### config.mk
export PLATFORM = sky130hd
export DESIGN_NAME = regfile_scan_ctrl_flat
export DESIGN_NICKNAME = d
export VERILOG_FILES = /design/src/rtl/regfile_scan_ctrl_if.sv /design/src/rtl/regfile_scan_ctrl.sv /design/src/flat_wrapper.sv
export SDC_FILE = /design/constraint.sdc
export NUM_CORES = 1
export LEC_CHECK = 0
export CORE_ASPECT_RATIO = 1.1
export CORE_MARGIN = 2
export CORE_UTILIZATION = 39
export DETAILED_ROUTE_END_ITERATION = 10
export HOLD_SLACK_MARGIN = 0.08
export MAX_ROUTING_LAYER = met4
export PLACE_DENSITY = 0.86
export SYNTH_ARGS = -nofsm -noshare
export SYNTH_HDL_FRONTEND = slang
export SYNTH_SLANG_ARGS = --single-unit
### constraint.sdc
create_clock -name clk -period 3.1 [get_ports clk]
set_input_delay 0.465 -clock clk [delete_from_list [all_inputs] [get_ports clk]]
set_output_delay 0.465 -clock clk [all_outputs]
set_load 0.03 [all_outputs]
### src/rtl/regfile_scan_ctrl_if.sv
// Bus bundle between the register-file scan controller and its environment.
// REGFILE_SCAN_CKSUM_EN adds the running XOR checksum output.
interface regfile_scan_ctrl_if #(
    parameter int ADDR_W = 5,
    parameter int DATA_W = 32
);
    logic              start;
    logic              mode;
    logic              busy;
    logic              done;
    logic [ADDR_W-1:0] rf_addr;
    logic [DATA_W-1:0] rf_rdata;
    logic [DATA_W-1:0] rf_wdata;
    logic              rf_we;
    logic [DATA_W-1:0] dump_data;
    logic [ADDR_W-1:0] dump_idx;
    logic              dump_valid;
    logic              dump_ready;
    logic [DATA_W-1:0] load_data;
    logic              load_valid;
    logic              load_ready;
`ifdef REGFILE_SCAN_CKSUM_EN
    logic [DATA_W-1:0] cksum;
`endif

    modport master (
`ifdef REGFILE_SCAN_CKSUM_EN
        output cksum,
`endif
        input  start, mode, rf_rdata, dump_ready, load_data, load_valid,
        output busy, done, rf_addr, rf_wdata, rf_we,
        output dump_data, dump_idx, dump_valid, load_ready
    );

    modport slave (
`ifdef REGFILE_SCAN_CKSUM_EN
        input  cksum,
`endif
        output start, mode, rf_rdata, dump_ready, load_data, load_valid,
        input  busy, done, rf_addr, rf_wdata, rf_we,
        input  dump_data, dump_idx, dump_valid, load_ready
    );
endinterface

### src/rtl/regfile_scan_ctrl.sv
// Sequential register-file dump (x0..x31 out) / load (x1..x31 in) controller.
// Optional macro REGFILE_SCAN_CKSUM_EN adds an XOR checksum of all transferred words.
module regfile_scan_ctrl #(
    parameter int NUM_REGS = 32,
    parameter int ADDR_W   = 5,
    parameter int DATA_W   = 32
) (
    input  logic                 clk,
    input  logic                 rst,
    regfile_scan_ctrl_if.master  bus
);
    localparam logic [2:0] S_IDLE      = 3'd0;
    localparam logic [2:0] S_DUMP_RD   = 3'd1;
    localparam logic [2:0] S_DUMP_HOLD = 3'd2;
    localparam logic [2:0] S_LOAD      = 3'd3;
    localparam logic [2:0] S_DONE      = 3'd4;

    localparam logic [ADDR_W-1:0] LAST_IDX = ADDR_W'(NUM_REGS - 1);

    logic [2:0]        state_q, state_d;
    logic [ADDR_W-1:0] idx_q, idx_d;
    logic [DATA_W-1:0] dump_data_q, dump_data_d;
    logic [ADDR_W-1:0] dump_idx_q, dump_idx_d;
    logic              dump_valid_q, dump_valid_d;
    logic [DATA_W-1:0] cksum_q, cksum_d;

    always_comb begin
        state_d      = state_q;
        idx_d        = idx_q;
        dump_data_d  = dump_data_q;
        dump_idx_d   = dump_idx_q;
        dump_valid_d = dump_valid_q;
        cksum_d      = cksum_q;
        case (state_q)
            S_IDLE: begin
                if (bus.start) begin
                    cksum_d = '0;
                    if (bus.mode) begin
                        idx_d   = ADDR_W'(1);
                        state_d = S_LOAD;
                    end else begin
                        idx_d   = '0;
                        state_d = S_DUMP_RD;
                    end
                end
            end
            S_DUMP_RD: begin
                dump_data_d  = bus.rf_rdata;
                dump_idx_d   = idx_q;
                dump_valid_d = 1'b1;
                state_d      = S_DUMP_HOLD;
            end
            S_DUMP_HOLD: begin
                if (bus.dump_ready) begin
                    dump_valid_d = 1'b0;
                    cksum_d      = cksum_q ^ dump_data_q;
                    if (idx_q == LAST_IDX) begin
                        state_d = S_DONE;
                    end else begin
                        idx_d   = idx_q + ADDR_W'(1);
                        state_d = S_DUMP_RD;
                    end
                end
            end
            S_LOAD: begin
                if (bus.load_valid) begin
                    cksum_d = cksum_q ^ bus.load_data;
                    if (idx_q == LAST_IDX) begin
                        state_d = S_DONE;
                    end else begin
                        idx_d = idx_q + ADDR_W'(1);
                    end
                end
            end
            S_DONE: begin
                state_d = S_IDLE;
            end
            default: begin
                state_d = S_IDLE;
            end
        endcase
    end

    always_ff @(posedge clk) begin
        if (!rst) begin
            state_q      <= S_IDLE;
            idx_q        <= '0;
            dump_data_q  <= '0;
            dump_idx_q   <= '0;
            dump_valid_q <= 1'b0;
            cksum_q      <= '0;
        end else begin
            state_q      <= state_d;
            idx_q        <= idx_d;
            dump_data_q  <= dump_data_d;
            dump_idx_q   <= dump_idx_d;
            dump_valid_q <= dump_valid_d;
            cksum_q      <= cksum_d;
        end
    end

    // The write strobe is gated by rst so a reset landing mid-LOAD cannot commit a word.
    assign bus.busy       = (state_q != S_IDLE);
    assign bus.done       = (state_q == S_DONE);
    assign bus.load_ready = (state_q == S_LOAD);
    assign bus.rf_addr    = (state_q == S_DUMP_RD || state_q == S_DUMP_HOLD ||
                             state_q == S_LOAD) ? idx_q : '0;
    assign bus.rf_wdata   = (state_q == S_LOAD) ? bus.load_data : '0;
    assign bus.rf_we      = rst && (state_q == S_LOAD) && bus.load_valid;
    assign bus.dump_data  = dump_data_q;
    assign bus.dump_idx   = dump_idx_q;
    assign bus.dump_valid = dump_valid_q;

`ifdef REGFILE_SCAN_CKSUM_EN
    assign bus.cksum = cksum_q;
`else
    logic unused_cksum;
    assign unused_cksum = ^cksum_q;
`endif
endmodule

### src/flat_wrapper.sv
// flat-port wrapper written by rule: the top's interface ports become plain ports
module regfile_scan_ctrl_flat 
#(
    parameter int NUM_REGS = 32,
    parameter int ADDR_W   = 5,
    parameter int DATA_W   = 32
)
  (clk, rst, bus_start, bus_mode, bus_rf_rdata, bus_dump_ready, bus_load_data, bus_load_valid, bus_busy, bus_done, bus_rf_addr, bus_rf_wdata, bus_rf_we, bus_dump_data, bus_dump_idx, bus_dump_valid, bus_load_ready);
  regfile_scan_ctrl_if #(.ADDR_W(ADDR_W), .DATA_W(DATA_W)) bus_i ();
  input  logic clk;
  input  logic rst;
  input wire logic [$bits(bus_i.start)-1:0] bus_start;
  input wire logic [$bits(bus_i.mode)-1:0] bus_mode;
  input wire logic [$bits(bus_i.rf_rdata)-1:0] bus_rf_rdata;
  input wire logic [$bits(bus_i.dump_ready)-1:0] bus_dump_ready;
  input wire logic [$bits(bus_i.load_data)-1:0] bus_load_data;
  input wire logic [$bits(bus_i.load_valid)-1:0] bus_load_valid;
  output wire logic [$bits(bus_i.busy)-1:0] bus_busy;
  output wire logic [$bits(bus_i.done)-1:0] bus_done;
  output wire logic [$bits(bus_i.rf_addr)-1:0] bus_rf_addr;
  output wire logic [$bits(bus_i.rf_wdata)-1:0] bus_rf_wdata;
  output wire logic [$bits(bus_i.rf_we)-1:0] bus_rf_we;
  output wire logic [$bits(bus_i.dump_data)-1:0] bus_dump_data;
  output wire logic [$bits(bus_i.dump_idx)-1:0] bus_dump_idx;
  output wire logic [$bits(bus_i.dump_valid)-1:0] bus_dump_valid;
  output wire logic [$bits(bus_i.load_ready)-1:0] bus_load_ready;
  assign bus_i.start = bus_start;
  assign bus_i.mode = bus_mode;
  assign bus_i.rf_rdata = bus_rf_rdata;
  assign bus_i.dump_ready = bus_dump_ready;
  assign bus_i.load_data = bus_load_data;
  assign bus_i.load_valid = bus_load_valid;
  assign bus_busy = bus_i.busy;
  assign bus_done = bus_i.done;
  assign bus_rf_addr = bus_i.rf_addr;
  assign bus_rf_wdata = bus_i.rf_wdata;
  assign bus_rf_we = bus_i.rf_we;
  assign bus_dump_data = bus_i.dump_data;
  assign bus_dump_idx = bus_i.dump_idx;
  assign bus_dump_valid = bus_i.dump_valid;
  assign bus_load_ready = bus_i.load_ready;
  regfile_scan_ctrl #(.NUM_REGS(NUM_REGS), .ADDR_W(ADDR_W), .DATA_W(DATA_W)) u_core (.clk(clk), .rst(rst), .bus(bus_i));
endmodule
* Word level (Yosys, flattened, before mapping) *
Index checks and enable logic that the tools add are counted.

cells by class
  muxes and demuxes = 17
  $add $sub $neg = 1
  reduce and logical (&&, ||, !) cells = 11
  equality and inequality tests = 9

operator list
  kind                   number
  $mux W32               1
  $mux W5                5
  $mux W3                5
  $pmux W5 S3            1
  $pmux W3 S4            1
  $reduce_and A4 Y1      2
  $eq A3 B2 Y1 const B   2
  $ne A2 B2 Y1 const B   3
  $reduce_bool A3 Y1     2
  $add A5 B1 Y5 const B  1
  $eq A5 B5 Y1 const B   1
  $eq A3 B1 Y1 const B   1
  $eq A3 B3 Y1 const B   1
  $logic_not A3 Y1       1
  $logic_and A1 B1 Y1    2
  $logic_or A1 B1 Y1     2
  $mux W1                2
  $mux W2                1
  $ne A2 B1 Y1 const B   1
  $pmux W1 S2            1
  $reduce_and A2 Y1      1
  $reduce_bool A2 Y1     1

word-level totals
  word-level logic and storage cells = 43
  output and inout port bits = 79
  bits in registers = 46

* Logic depth before layout (Yosys ltp) *
  depth after elaboration = 4
  mapped depth = 6
  depth with buffers taken out = 6

* Worst setup path before layout *
OpenSTA, ideal clock, no wires.

  kind = flip-flop to output port
  from = reg u_core.state_q[1]
  to = out bus_rf_we
  setup slack = 1.133 ns
  cell stages (with the launch flop) = 5
  data arrival time = 1.502 ns
  path through = dfxtp_1 > buf_6 > and2b_2 > and2_1 > and3_1

on the way
  word-level cells in the longest chain between the ends = 3

ends and longest elaborated chain
  element                            RTL line                  RTL
  start, declared                    regfile_scan_ctrl.sv:20   logic [2:0] state_q, state_d;
  start signal, assigned             regfile_scan_ctrl.sv:93   state_q <= state_d;
  $eq A3 B2 Y1                       -
  via bus_load_ready                 flat_wrapper.sv:26        output wire logic [$bits(bus_i.load_ready)-1:0] bus_load_ready;
  $logic_and A1 B1 Y1 (2 in series)  regfile_scan_ctrl.sv:109  assign bus.rf_we = rst && (state_q == S_LOAD) && bus.load_valid;
  end, declared                      flat_wrapper.sv:22        output wire logic [$bits(bus_i.rf_we)-1:0] bus_rf_we;

The timed path passes the listed nets, and every way through them passes these cells.

* Final worst setup path *
  from = reg u_core.state_q[1]
  to = out bus_rf_wdata[3]

on the way
  word-level cells in the longest chain between the ends = 2

ends and longest elaborated chain
  element        RTL line                  RTL
  $eq A3 B2 Y1   regfile_scan_ctrl.sv:108  assign bus.rf_wdata = (state_q == S_LOAD) ? bus.load_data : '0;
  $mux W32       regfile_scan_ctrl.sv:108
  end, declared  flat_wrapper.sv:21        output wire logic [$bits(bus_i.rf_wdata)-1:0] bus_rf_wdata;

Every way passes these cells.

==> run metrics <==
top-level I/O count=149; M2 GR Usage=0.376; hold path start=u_core.bus.dump_idx[3]$_SDFFE_PN0N_; Power Density=374 nW/µm²; initial antenna violation count=0; Post-CTS Resized=0; Post-synth top flop=dfxtp_1; Final min period=2.94 ns; nature of the critical path startpoint=flop; Slew Viols, Final=0; final hold viol count=0; Reg area=921 µm²; Clock transition at path regs=0.08 ns; layout cells sized above 1=0.0516; global-route wire length before repair=11,900 µm; worst-case vdd ir drop=327 µV; critical path fanouts, max=34; Die ar.=6520 µm²; Worst R2R Path Depth=4; fmax=340 MHz; RR Endpoint=u_core.bus.dump_data[25]$_SDFFE_PN0N_; worst setup path class=reg -> out; final core utilization=0.667; antenna cells=0; Max Clock Skew=0.00582 ns; Tightest Pin Transition=0.689 ns; CTS H-tree depth=2; final worst path period share=0.948; vias in the first global route=2,343; worst skew pair latency=0.30 ns; Avg Inst Size Synth=8.51 µm²; Setup WS pre-CTS=0.505 ns; M3 GR Usage=0.0699; chip height=84.5 µm; MaxCap Viol Count=0; number of setup buffers added after CTS=0; DR vias/cell=5.05; slowest stage delay, CP=0.69 ns; Hold Crit Class=reg -> reg; LEAKAGE=1.49 nW; EDFF count, synth=0; Hold Buf Count CTS=0; post-synth top area cell=dfxtp_1; Post-Layout Cell Count=484; Yosys top cell area share=0.401; Clock Tree Root=clkbuf_8; worst hold stages=2; synthesized area=2300 µm²; Congestion Overflow GR=0; RR Startpoint=u_core.state_q[1]$_SDFFE_PN0P_; FF-to-FF setup slack=1.05 ns; placed cells=477; dominant cells by area after synthesis=dfxtp_1 40%, nand2_1 13%, a21boi_1 10%; CTS buffer count=5; Power Total=1.43 mW; setup TNS=0 ns; width of the die=77.2 µm; Filler Cell Count=525; status=finished, final reports clean; Syn Nets=342; CTS Buffer Depth=2; worst path required time=2.63 ns; DR WL/cell=15.5 µm; Relative slew margins=0.541; global routing usage on met1=0.295; Seq/Total Area, Yosys=0.401; vias post-DR=2,444; Final nets=479; TritonRoute pass-1 iters=4; Post-DRT Antenna Nets=0; row cnt=29; WP data arrival=2.47 ns; IO buf count=148; final setup violation count=0; routability cong.=0.808; crit end category=primary output; GR Util All Layers=0.236; Final WS setup=0.162 ns; critical path's top delay family=simple AND/OR/NAND/NOR gates; Yosys Warn Count=0; Routed WL=7510 µm; async set-reset flop share out of synthesis=0; CTS sink cnt=46; RSZ-0062 raised after global routing=no; Layout area overhead=66.5%; DRT iter0 DRCs=114; largest net degree at the start of global routing=38; CP max stage cell=clkdlybuf4s50_1; Cell Chain, Critical Path=and2b_2 > and3_1 > clkdlybuf4s50_1; GR peak layer=met2; Seq cells post-synth=46; CTS tree=done; Cells after Synth=270; synth unique cells=40; core area=5730 µm²; Post-DP HPWL=5640 µm; Critical path buffers and inverters=1; Starting Density=0.401; Worst Hold End=u_core.bus.dump_idx[3]$_SDFFE_PN0N_; post-route DRC violation count=0; area of the multi-input gates=1210 µm²
[worst reg2reg max path, cell delays in order, from the launching register on]
cell and delay (ns):
dfxtp_1 0.66, or3b_1 0.65, buf_4 0.36, nand2_1 0.08, a21boi_0 0.22
[kinds of logic after synthesis]
logic type,after synthesis,synth area share
simple gates,143,0.322
compound gates,53,0.182
flops,46,0.401
buf+inv,24,0.0735
mux,2,0.0109
fa+ha+maj,2,0.0109
[where the power goes]
part | internal [mW] | switching, mW | total [mW] | leakage, nW
clock | 0.155 | 0.201 | 0.356 | 0.0373
sequential | 0.622 | 0.0271 | 0.649 | 0.374
combinational | 0.207 | 0.220 | 0.427 | 1.08
total | 0.984 | 0.448 | 1.43 | 1.49
[layout by cell type (no fill, tap or decap), types with 2 or more instances in the layout]
cell type	Yosys	final
clkdlybuf4s50_1	0	147
nand2_1	79	79
dfxtp_1	46	46
and3_1	35	35
a21boi_1	31	31
a21boi_0	7	7
and2_1	6	6
buf_4	2	6
clkbuf_8	0	5
nor2_1	4	4
nor3_1	4	4
a32o_1	3	3
nor3b_4	2	2
or2b_1	2	2
a211oi_1	2	2
o21a_1	2	2
ha_1	2	2
[synth_stat cells (all sizes together) (2+ instances only)]
library cell / n
a211oi: 2
a21boi: 38
a32o: 3
and2: 6
and3: 35
buf: 14
clkbuf: 9
dfxtp: 46
ha: 2
nand2: 79
nor2: 4
nor3: 4
nor3b: 3
o21a: 2
or2b: 2
or3: 2
or3b: 2
[registers in the layout (all words and copies together), names as in the netlist]
name and flops:
u_core.bus.dump_data 32, u_core.bus.dump_idx 5, u_core.idx_q 5, u_core.state_q 3, u_core.bus.dump_valid 1
[layout make-up]
cell class,count,share of cell area
multi-input cells,200,0.316
clock buffers,6,0.0190
well taps,77,0.0252
flip-flops and latches,46,0.241
repair buffers,153,0.396
clock inverters,1,0.00196
inverters,1,0.000981
[layer usage]
layer	wire length, µm	part of all wire
met5	0	0
met4	61	0.0081
met3	680	0.091
met2	3450	0.46
met1	3320	0.44
[metrics by stage]
stage                     instance area, µm²  hold slack (ns)
final                                   3820            0.456
after global routing                    3820            0.472
after CTS                               3820            0.458
after detailed placement                3740            0.446
after global placement                  3740            0.440
after floorplan                         2300            0.461
[how the worst max path moves through the flow]
stage                     cells past startpoint               to                      startpoint  slack [ns]
after global placement                        3   bus_load_ready  u_core.state_q[1]$_SDFFE_PN0P_        0.57
after CTS                                     3   bus_load_ready  u_core.state_q[1]$_SDFFE_PN0P_        0.17
after floorplan                               4        bus_rf_we  u_core.state_q[1]$_SDFFE_PN0P_        1.13
after global routing                          3  bus_rf_wdata[3]  u_core.state_q[1]$_SDFFE_PN0P_        0.03
final                                         3  bus_rf_wdata[3]  u_core.state_q[1]$_SDFFE_PN0P_        0.16
after detailed placement                      3   bus_load_ready  u_core.state_q[1]$_SDFFE_PN0P_        0.50
(Power assumes the default switching activity.)
